<file path="src/rtl/pc_seq_pkg.sv">
// pc_seq_pkg: shared types and constants for the PC sequencer.
//   state_t       sequencer FSM states
//   PC_INC        sequential fetch stride in bytes
//   DEF_RESET_PC  default PC presented while idle / after reset
//   WDOG_W        width of the ack-timeout counter and its limit
//   align_word()  clears the byte-offset bits of an address
package pc_seq_pkg;

  typedef enum logic [1:0] {
    ST_IDLE     = 2'd0,
    ST_FETCH    = 2'd1,
    ST_HOLD     = 2'd2,
    ST_REDIRECT = 2'd3
  } state_t;

  localparam logic [31:0] PC_INC       = 32'd4;
  localparam logic [31:0] DEF_RESET_PC = 32'h0000_0000;
  localparam int          WDOG_W       = 8;

  function automatic logic [31:0] align_word(input logic [31:0] a);
    return {a[31:2], 2'b00};
  endfunction

endpackage

</file>
<file path="src/rtl/pc_sequencer_if.sv">
// pc_sequencer_if: instruction-memory fetch handshake.
//   imem_req  fetch request from the sequencer (address is the current PC)
//   imem_ack  memory returns instruction data this cycle
// Modports: master = sequencer side, slave = memory side.
interface pc_sequencer_if;
  logic imem_req;
  logic imem_ack;

  modport master (output imem_req, input imem_ack);
  modport slave  (input imem_req, output imem_ack);
endinterface

</file>
<file path="src/rtl/ack_watchdog.sv">
// ack_watchdog: counts wait cycles of an outstanding fetch.
//   clk_i, rst_i  clock, synchronous active-high reset
//   i_en          count one more cycle without ack
//   i_clr         restart from zero (has priority over i_en)
//   i_limit       terminal count
//   o_expired     counter has reached i_limit
module ack_watchdog
  import pc_seq_pkg::*;
(
  input  logic              clk_i,
  input  logic              rst_i,
  input  logic              i_en,
  input  logic              i_clr,
  input  logic [WDOG_W-1:0] i_limit,
  output logic              o_expired
);

  logic [WDOG_W-1:0] r_count;

  // Saturates at the limit so a late clear never sees a wrapped value.
  always_ff @(posedge clk_i) begin
    if (rst_i)                       r_count <= '0;
    else if (i_clr)                  r_count <= '0;
    else if (i_en && !o_expired)     r_count <= r_count + WDOG_W'(1);
  end

  assign o_expired = (r_count == i_limit);

endmodule

</file>
<file path="src/rtl/pc_sequencer.sv">
// pc_sequencer: instruction-fetch control; drives the PC register load
// strobe, IF/ID valid/flush and the memory request, with a sticky ack timeout.
//   clk_i, rst_i        clock, synchronous active-high reset
//   start_i             run enable
//   stall_i             decode hazard stall
//   branch_i            taken branch/jump resolved this cycle
//   branch_target_i     redirect address (word-aligned internally)
//   pc_i                current PC register value
//   imem                fetch handshake (master)
//   pc_write_o          PC load strobe
//   pc_next_o           value to load into the PC
//   inst_valid_o        latch returned instruction into IF/ID
//   flush_o             squash IF/ID
//   err_o               sticky fetch timeout
//
// state    | meaning
// IDLE     | no request; waiting for start_i (blocked once err_o is set)
// FETCH    | request outstanding for pc_i
// HOLD     | instruction delivered, PC frozen by stall_i
// REDIRECT | request outstanding whose data is discarded; target latched
module pc_sequencer
  import pc_seq_pkg::*;
#(
  parameter logic [31:0] RESET_PC    = DEF_RESET_PC,
  parameter int          ACK_TIMEOUT = 15
) (
  input  logic                  clk_i,
  input  logic                  rst_i,
  input  logic                  start_i,
  input  logic                  stall_i,
  input  logic                  branch_i,
  input  logic [31:0]           branch_target_i,
  input  logic [31:0]           pc_i,
  pc_sequencer_if.master        imem,
  output logic                  pc_write_o,
  output logic [31:0]           pc_next_o,
  output logic                  inst_valid_o,
  output logic                  flush_o,
  output logic                  err_o
);

  state_t      r_state;
  state_t      w_state_nxt;
  logic [31:0] r_target;
  logic        r_err;
  logic [31:0] w_target;
  logic        w_busy;
  logic        w_expired;
  logic        w_timeout;
  logic        w_latch_tgt;

  assign w_target  = align_word(branch_target_i);
  assign w_busy    = (r_state == ST_FETCH) || (r_state == ST_REDIRECT);
  assign w_timeout = w_busy && w_expired;

  ack_watchdog u_wdog (
    .clk_i     (clk_i),
    .rst_i     (rst_i),
    .i_en      (w_busy && !imem.imem_ack),
    .i_clr     (!w_busy || imem.imem_ack),
    .i_limit   (WDOG_W'(ACK_TIMEOUT)),
    .o_expired (w_expired)
  );

  always_ff @(posedge clk_i) begin
    if (rst_i) r_state <= ST_IDLE;
    else       r_state <= w_state_nxt;
  end

  always_ff @(posedge clk_i) begin
    if (rst_i) begin
      r_target <= '0;
      r_err    <= 1'b0;
    end else begin
      if (w_latch_tgt) r_target <= w_target;
      if (w_timeout)   r_err    <= 1'b1;
    end
  end

  // Priority everywhere: branch > stall > sequential.
  always_comb begin
    w_state_nxt = r_state;
    unique case (r_state)
      ST_IDLE:
        if (start_i && !r_err) w_state_nxt = ST_FETCH;
      ST_FETCH:
        if (w_timeout)                  w_state_nxt = ST_IDLE;
        else if (imem.imem_ack) begin
          if (branch_i)                 w_state_nxt = ST_FETCH;
          else if (stall_i)             w_state_nxt = ST_HOLD;
          else                          w_state_nxt = start_i ? ST_FETCH : ST_IDLE;
        end else if (branch_i)          w_state_nxt = ST_REDIRECT;
      ST_REDIRECT:
        if (w_timeout)                  w_state_nxt = ST_IDLE;
        else if (imem.imem_ack)         w_state_nxt = ST_FETCH;
      ST_HOLD:
        if (branch_i)                   w_state_nxt = ST_FETCH;
        else if (!stall_i)              w_state_nxt = start_i ? ST_FETCH : ST_IDLE;
      default:                          w_state_nxt = ST_IDLE;
    endcase
  end

  always_comb begin
    imem.imem_req = 1'b0;
    pc_write_o    = 1'b0;
    pc_next_o     = pc_i;
    inst_valid_o  = 1'b0;
    flush_o       = 1'b0;
    err_o         = r_err;
    w_latch_tgt   = 1'b0;
    unique case (r_state)
      ST_IDLE:
        pc_next_o = RESET_PC;
      ST_FETCH:
        if (w_timeout) begin
          err_o = 1'b1;
        end else begin
          imem.imem_req = 1'b1;
          if (imem.imem_ack) begin
            if (branch_i) begin
              flush_o    = 1'b1;
              pc_write_o = 1'b1;
              pc_next_o  = w_target;
            end else if (stall_i) begin
              inst_valid_o = 1'b1;
            end else begin
              inst_valid_o = 1'b1;
              pc_write_o   = 1'b1;
              pc_next_o    = pc_i + PC_INC;
            end
          end else if (branch_i) begin
            flush_o     = 1'b1;
            w_latch_tgt = 1'b1;
          end
        end
      ST_REDIRECT:
        if (w_timeout) begin
          err_o = 1'b1;
        end else begin
          imem.imem_req = 1'b1;
          if (branch_i) begin
            flush_o     = 1'b1;
            w_latch_tgt = 1'b1;
          end
          // A branch arriving with the ack is newer than the latched target.
          if (imem.imem_ack) begin
            pc_write_o = 1'b1;
            pc_next_o  = branch_i ? w_target : r_target;
          end
        end
      ST_HOLD:
        if (branch_i) begin
          flush_o    = 1'b1;
          pc_write_o = 1'b1;
          pc_next_o  = w_target;
        end else if (!stall_i) begin
          pc_write_o = 1'b1;
          pc_next_o  = pc_i + PC_INC;
        end
      default: ;
    endcase
  end

endmodule

</file>
<file path="src/flat_wrapper.sv">
// flat-port wrapper written by rule: the top's interface ports become plain ports
module pc_sequencer_flat import pc_seq_pkg::*;
#(
  parameter logic [31:0] RESET_PC    = DEF_RESET_PC,
  parameter int          ACK_TIMEOUT = 15
)
  (clk_i, rst_i, start_i, stall_i, branch_i, branch_target_i, pc_i, pc_write_o, pc_next_o, inst_valid_o, flush_o, err_o, imem_imem_req, imem_imem_ack);
  pc_sequencer_if imem_i ();
  input  logic clk_i;
  input  logic rst_i;
  input  logic start_i;
  input  logic stall_i;
  input  logic branch_i;
  input  logic [31:0] branch_target_i;
  input  logic [31:0] pc_i;
  output logic pc_write_o;
  output logic [31:0] pc_next_o;
  output logic inst_valid_o;
  output logic flush_o;
  output logic err_o;
  output wire logic [$bits(imem_i.imem_req)-1:0] imem_imem_req;
  input wire logic [$bits(imem_i.imem_ack)-1:0] imem_imem_ack;
  assign imem_imem_req = imem_i.imem_req;
  assign imem_i.imem_ack = imem_imem_ack;
  pc_sequencer #(.RESET_PC(RESET_PC), .ACK_TIMEOUT(ACK_TIMEOUT)) u_core (.clk_i(clk_i), .rst_i(rst_i), .start_i(start_i), .stall_i(stall_i), .branch_i(branch_i), .branch_target_i(branch_target_i), .pc_i(pc_i), .imem(imem_i), .pc_write_o(pc_write_o), .pc_next_o(pc_next_o), .inst_valid_o(inst_valid_o), .flush_o(flush_o), .err_o(err_o));
endmodule
</file>
<file path="config.mk">
export PLATFORM = sky130hd
export DESIGN_NAME = pc_sequencer_flat
export DESIGN_NICKNAME = d
export VERILOG_FILES = /design/src/rtl/pc_seq_pkg.sv /design/src/rtl/pc_sequencer_if.sv /design/src/rtl/ack_watchdog.sv /design/src/rtl/pc_sequencer.sv /design/src/flat_wrapper.sv
export SDC_FILE = /design/constraint.sdc
export NUM_CORES = 1
export LEC_CHECK = 0
export ABC_AREA = 0
export CAP_MARGIN = 40
export CORE_MARGIN = 10
export CORE_UTILIZATION = 43
export CTS_BUF_LIST = sky130_fd_sc_hd__clkbuf_16
export DETAILED_ROUTE_END_ITERATION = 12
export PLACE_DENSITY = 0.88
export SLEW_MARGIN = 25
export SYNTH_ARGS = -nofsm -noshare
export SYNTH_HDL_FRONTEND = slang
export SYNTH_SLANG_ARGS = --single-unit
</file>
<file path="constraint.sdc">
create_clock -name clk_i -period 2.15 [get_ports clk_i]
set_input_delay 0.3225 -clock clk_i [delete_from_list [all_inputs] [get_ports clk_i]]
set_output_delay 0.3225 -clock clk_i [all_outputs]
set_load 0.02 [all_outputs]
</file>
# Word-level counts from Yosys, hierarchy flattened
# Index checks and enable logic that the tools add are counted.
# totals
register_bits,41
output_inout_bits,37
word_cells,69
in_bits,70
# classes
reduce_logical,14
eq_ne,8
add_sub_neg,2
muxes,41
# op_table
op,count
$mux 32,7
$pmux 32 s4,1
$add 32x3->32 const B,1
$mux 2,10
$mux 1,19
$add 8x1->8 const B,1
$eq 8x4->1 const B,1
$pmux 2 s4,1
$eq 2x2->1 const B,2
$logic_and 1x1->1,4
$logic_not 1->1,4
$ne 4x3->1 const B,1
$pmux 1 s2,2
$reduce_and 4->1,1
$reduce_or 2->1,2
$ne 3x2->1 const B,1
$ne 3x3->1 const B,1
$pmux 1 s3,1
$eq 2x1->1 const B,1
$logic_not 2->1,1
$logic_or 1x1->1,2
$ne 2x1->1 const B,1

# Logic depth before layout (Yosys ltp)
# depth
depth_word,6
mapped_depth,8
ltp_nobuf,6

# By module
# A second synthesis with hierarchy kept.
# hier_totals
hier_cells,451
area_unflattened_um2,3352.0
# by_module_without_submodules
module,n_inst,seq_area_each_um2,cells_each,area_each_um2
pc_sequencer,1,660.6,393,2840.2
ack_watchdog,1,160.2,58,511.7

# Worst setup path before layout
# Ideal clock, no wire load.
# synth_timing
kind,reg-to-output
startpoint,register u_core.u_wdog.r_count[0]
endpoint,output pc_next_o[26]
arrival_time_ns,2.370
slack_ns,-0.542
required_time_ns,1.827
stages_incl_launch_ff,8
path_buffers,2
path_cell_list,dfxtp_1 -> ha_1 -> and3_1 -> clkbuf_1 -> a211oi_1 -> nor2_1 -> buf_2 -> o21ai_0
# synth_via
elab_chain_len,4
elab_cells_between_ends,5
cone_classes,1 x eq/ne; 3 x mux; 1 x reduce/logical
# synth_lines
element,line,text
from (decl),ack_watchdog.sv:18,logic [WDOG_W-1:0] r_count;
from (signal assigned),ack_watchdog.sv:24,else if (i_en && !o_expired) r_count <= r_count + WDOG_W'(1);
$eq 8x4->1 *,ack_watchdog.sv:27,assign o_expired = (r_count == i_limit);
$logic_and 1x1->1 *,pc_sequencer.sv:54,assign w_timeout = w_busy && w_expired;
$mux 32 (on tied branches),"pc_sequencer.sv:137, pc_sequencer.sv:115",
$pmux 32 s4 *,pc_sequencer.sv:111,unique case (r_state)
to (decl),flat_wrapper.sv:17,output logic [31:0] pc_next_o;
# Mark *: on every way between the ends. The rest lies on a longest branch, timed or not.

# Worst setup path after layout
# layout_timing
startpoint,register u_core.u_wdog.r_count[4]
endpoint,output pc_next_o[24]
# Same word-level chain as after synthesis.

==> metrics <==
total power=between 2 and 3 mW; count leader, synth=nand2_1; Post-Route WL=24.8 mm; Num Clock Sinks=41; Seq/Total Area, Yosys=23.3%; RSZ-0062 raised after global routing=yes; status=finished, violations left; crit path max fanout=3; M1 WL=slightly below 8 mm; Post-synth ARST share=0%; crit share post-route=140%; Worst slew margin=about 63%; WL met3=about 3.7 mm; Max Clock Skew=0.00918 ns; H-tree depth=2; synth warn=0; Net Count, Synth=~580; area leader, netlist=dfxtp_1; root buf cell=clkbuf_16; ANT nets after route=0; internal power=about 1.7 mW; fin nets=820; CTS tree=built; post-route cell area=6630 µm²; EDFF count, synth=0; IO buf count=104; core area=7850 µm²; Psw=1.06 mW; via count=6,208; drt wl/cell=29.2 µm; cells after synthesis=507; syn avg cell area=6.94 µm²; post-route insts no fill=850; final setup margin=-0.852 ns; placed cell count=803; min cycle time layout=3.00 ns; initial DRC count=938; die width=110 µm; initial antenna violation count=0; Die Footprint=12,200 µm²; ys flop type=dfxtp_1; vias in the first global route=5,604; first-pass GRT wire length=30.2 mm; crit path kind=reg -> out; worst-margin pin slew=0.562 ns; cts-stage hold buffer count=0; io pins=107; Final Max Slew Viols=0; Synth top area share=23.3%; GP Congestion=0.942; clock latency on the worst-skew pair=0.32 ns; final hold vios=0; CTS Buffer Depth=2; synthesized flop and latch total=41; VDD IR max=between 0.0003 and 0.0004 V; met2 WL=approximately 10 mm; failing checks=negative setup slack; drt first pass iters=11; synth cell count leaders=103 x nand2_1, 62 x a21oi_1, 41 x dfxtp_1; drc violations=0; GRT Resource Usage Total=29.7%; TritonCTS Buffers=5; crit start category=flip-flop; # Max-Cap Violations=0; post-synthesis cell type count=60; switching share of power=37.8%; Die Y=110 µm; power share of the sequential group=28.6%; DP Area=5620 µm²; layout cell share with drive strength beyond 1=41.7%; HP Class=reg -> reg; fmax=333 MHz; number of antenna diodes=0; post-DR vias/cell=7.30; sum of net half-perimeters after detailed placement=11.8 mm; Worst EP required=around 1.8 ns; Site Rows=32; Setup crit end kind=primary output; Clk pwr share=between 20% and 30%; Comb pwr share=43.4%; Power Dens Cells=422 nW/µm²; GR Overflow Total=0; Syn-to-layout area delta=88.4%; pin count of the biggest net entering global routing=22; CTS clock-pin slew for the worst setup and hold paths=0.06 ns; endpoints failing setup=58; top cells by area, synth=dfxtp_1 23%, nand2_1 11%, a21oi_1 8.8%; Cell Area, Synth=3520 µm²; top sig layer=met4; leakage power=2.71 nW; Critical Path AT=roughly 2.7 ns; Initial Util=between 40 and 50%
==> state kept, by name (all words and copies together), names as in the netlist <==
name	count
u_core.u_wdog.r_count	8
u_core.r_state	2
u_core.r_target	30
u_core.r_err	1
==> power by group through the flow <==
stage / Combinational [mW] / Clock, mW / Sequential, mW
final: 1.21 / 0.783 / 0.799
after CTS: 0.979 / 0.728 / 0.793
after global placement: 0.927 / 0 / 0.811
after global routing: 1.24 / 0.805 / 0.800
after detailed placement: 0.949 / 0 / 0.812
after floorplan: 0.425 / 0 / 0.806
==> worst paths after layout <==
| kind | start | to | slack (ns) | cells after the start |
|---|---|---|---|---|
| min | u_core.r_target[11]$_SDFFE_PP0P_ | u_core.r_target[11]$_SDFFE_PP0P_ | 0.46 | 2 |
| min reg2reg | u_core.r_target[11]$_SDFFE_PP0P_ | u_core.r_target[11]$_SDFFE_PP0P_ | 0.46 | 2 |
| max reg2reg | u_core.u_wdog.r_count[4]$_SDFFE_PP0P_ | u_core.r_target[10]$_SDFFE_PP0P_ | -0.22 | 11 |
| max | u_core.u_wdog.r_count[4]$_SDFFE_PP0P_ | pc_next_o[24] | -0.85 | 10 |
==> logic make-up (layout without fill, tap and decap cells) <==
group	Yosys count	count (layout)	synth area share, %
AO/OA/AOI/OAI	145	145	27.0
adder cells (fa/ha/maj)	2	2	0.711
flip-flops	41	41	23.3
XOR/XNOR	25	25	6.23
buffers and inverters	42	283	5.30
AND/OR/NAND/NOR	235	235	32.6
multiplexers	17	17	4.91
==> cells in the final DEF (no fill, tap or decap), types with 6 or more instances in the layout <==
cell type and n:
inv_1 8, a221o_1 8, o21ai_2 7, xor2_1 14, nand4_1 16, nor2_1 29
nand2_1 99, mux2i_1 15, o221ai_2 7, nor2b_1 12, o21ai_0 13, buf_6 47
xnor2_1 11, clkbuf_2 8, clkdlybuf4s50_1 41, nor2_4 6, a21oi_2 10, a21oi_4 9
nand3_1 13, dlygate4sd2_1 15, a21oi_1 46, nor3_1 8, dfxtp_1 35, buf_4 140
clkbuf_16 6, buf_12 7
==> timing repair <==
item | CTS | global route
gates resized for setup | 294 | 91
setup buffers | 21 | 15
gates cloned | 2 | 3
pin swaps | 38 | 41
endpoints found under the setup margin | 37 | 40
==> layer usage <==
metal	GRT usage, %	up-vias
li1	-	2317
met1	31.5	2746
met2	48.6	774
met3	8.43	371
met4	23.1	0
met5	0	-
==> cell type report <==
type                            count  area [µm²]
Tap cell                          102         128
Inverter                            7        26.3
Sequential cell                    41         833
Fill cell                         396        1220
Multi-Input combinational cell    424        3060
Clock buffer                        5         125
Clock inverter                      2        7.51
Timing Repair Buffer              269        2440
==> critical path, stage by stage (launching register included) <==
cell and delay [ns]:
dfxtp_4 0.36, buf_4 0.11, nor4_4 0.04, buf_4 0.15, buf_6 0.11, a211o_4 0.34, buf_4 0.15, buf_6 0.11
o22ai_1 0.46, a221o_1 0.36, buf_6 0.17
==> metrics by stage <==
stage	hold WS (ns)	utilization [%]	TNS, ns	setup slack, ns
detailed placement	0.448	71.6	-27.56	-1.03
floorplan	0.436	-	-0.0000508	-0.0000508
global route	0.472	84.4	-19.09	-0.903
CTS	0.457	78.7	-9.17	-0.406
global placement	0.441	71.6	-26.28	-0.958
finish	0.465	84.4	-16.88	-0.852
(Power assumes the default switching activity.)
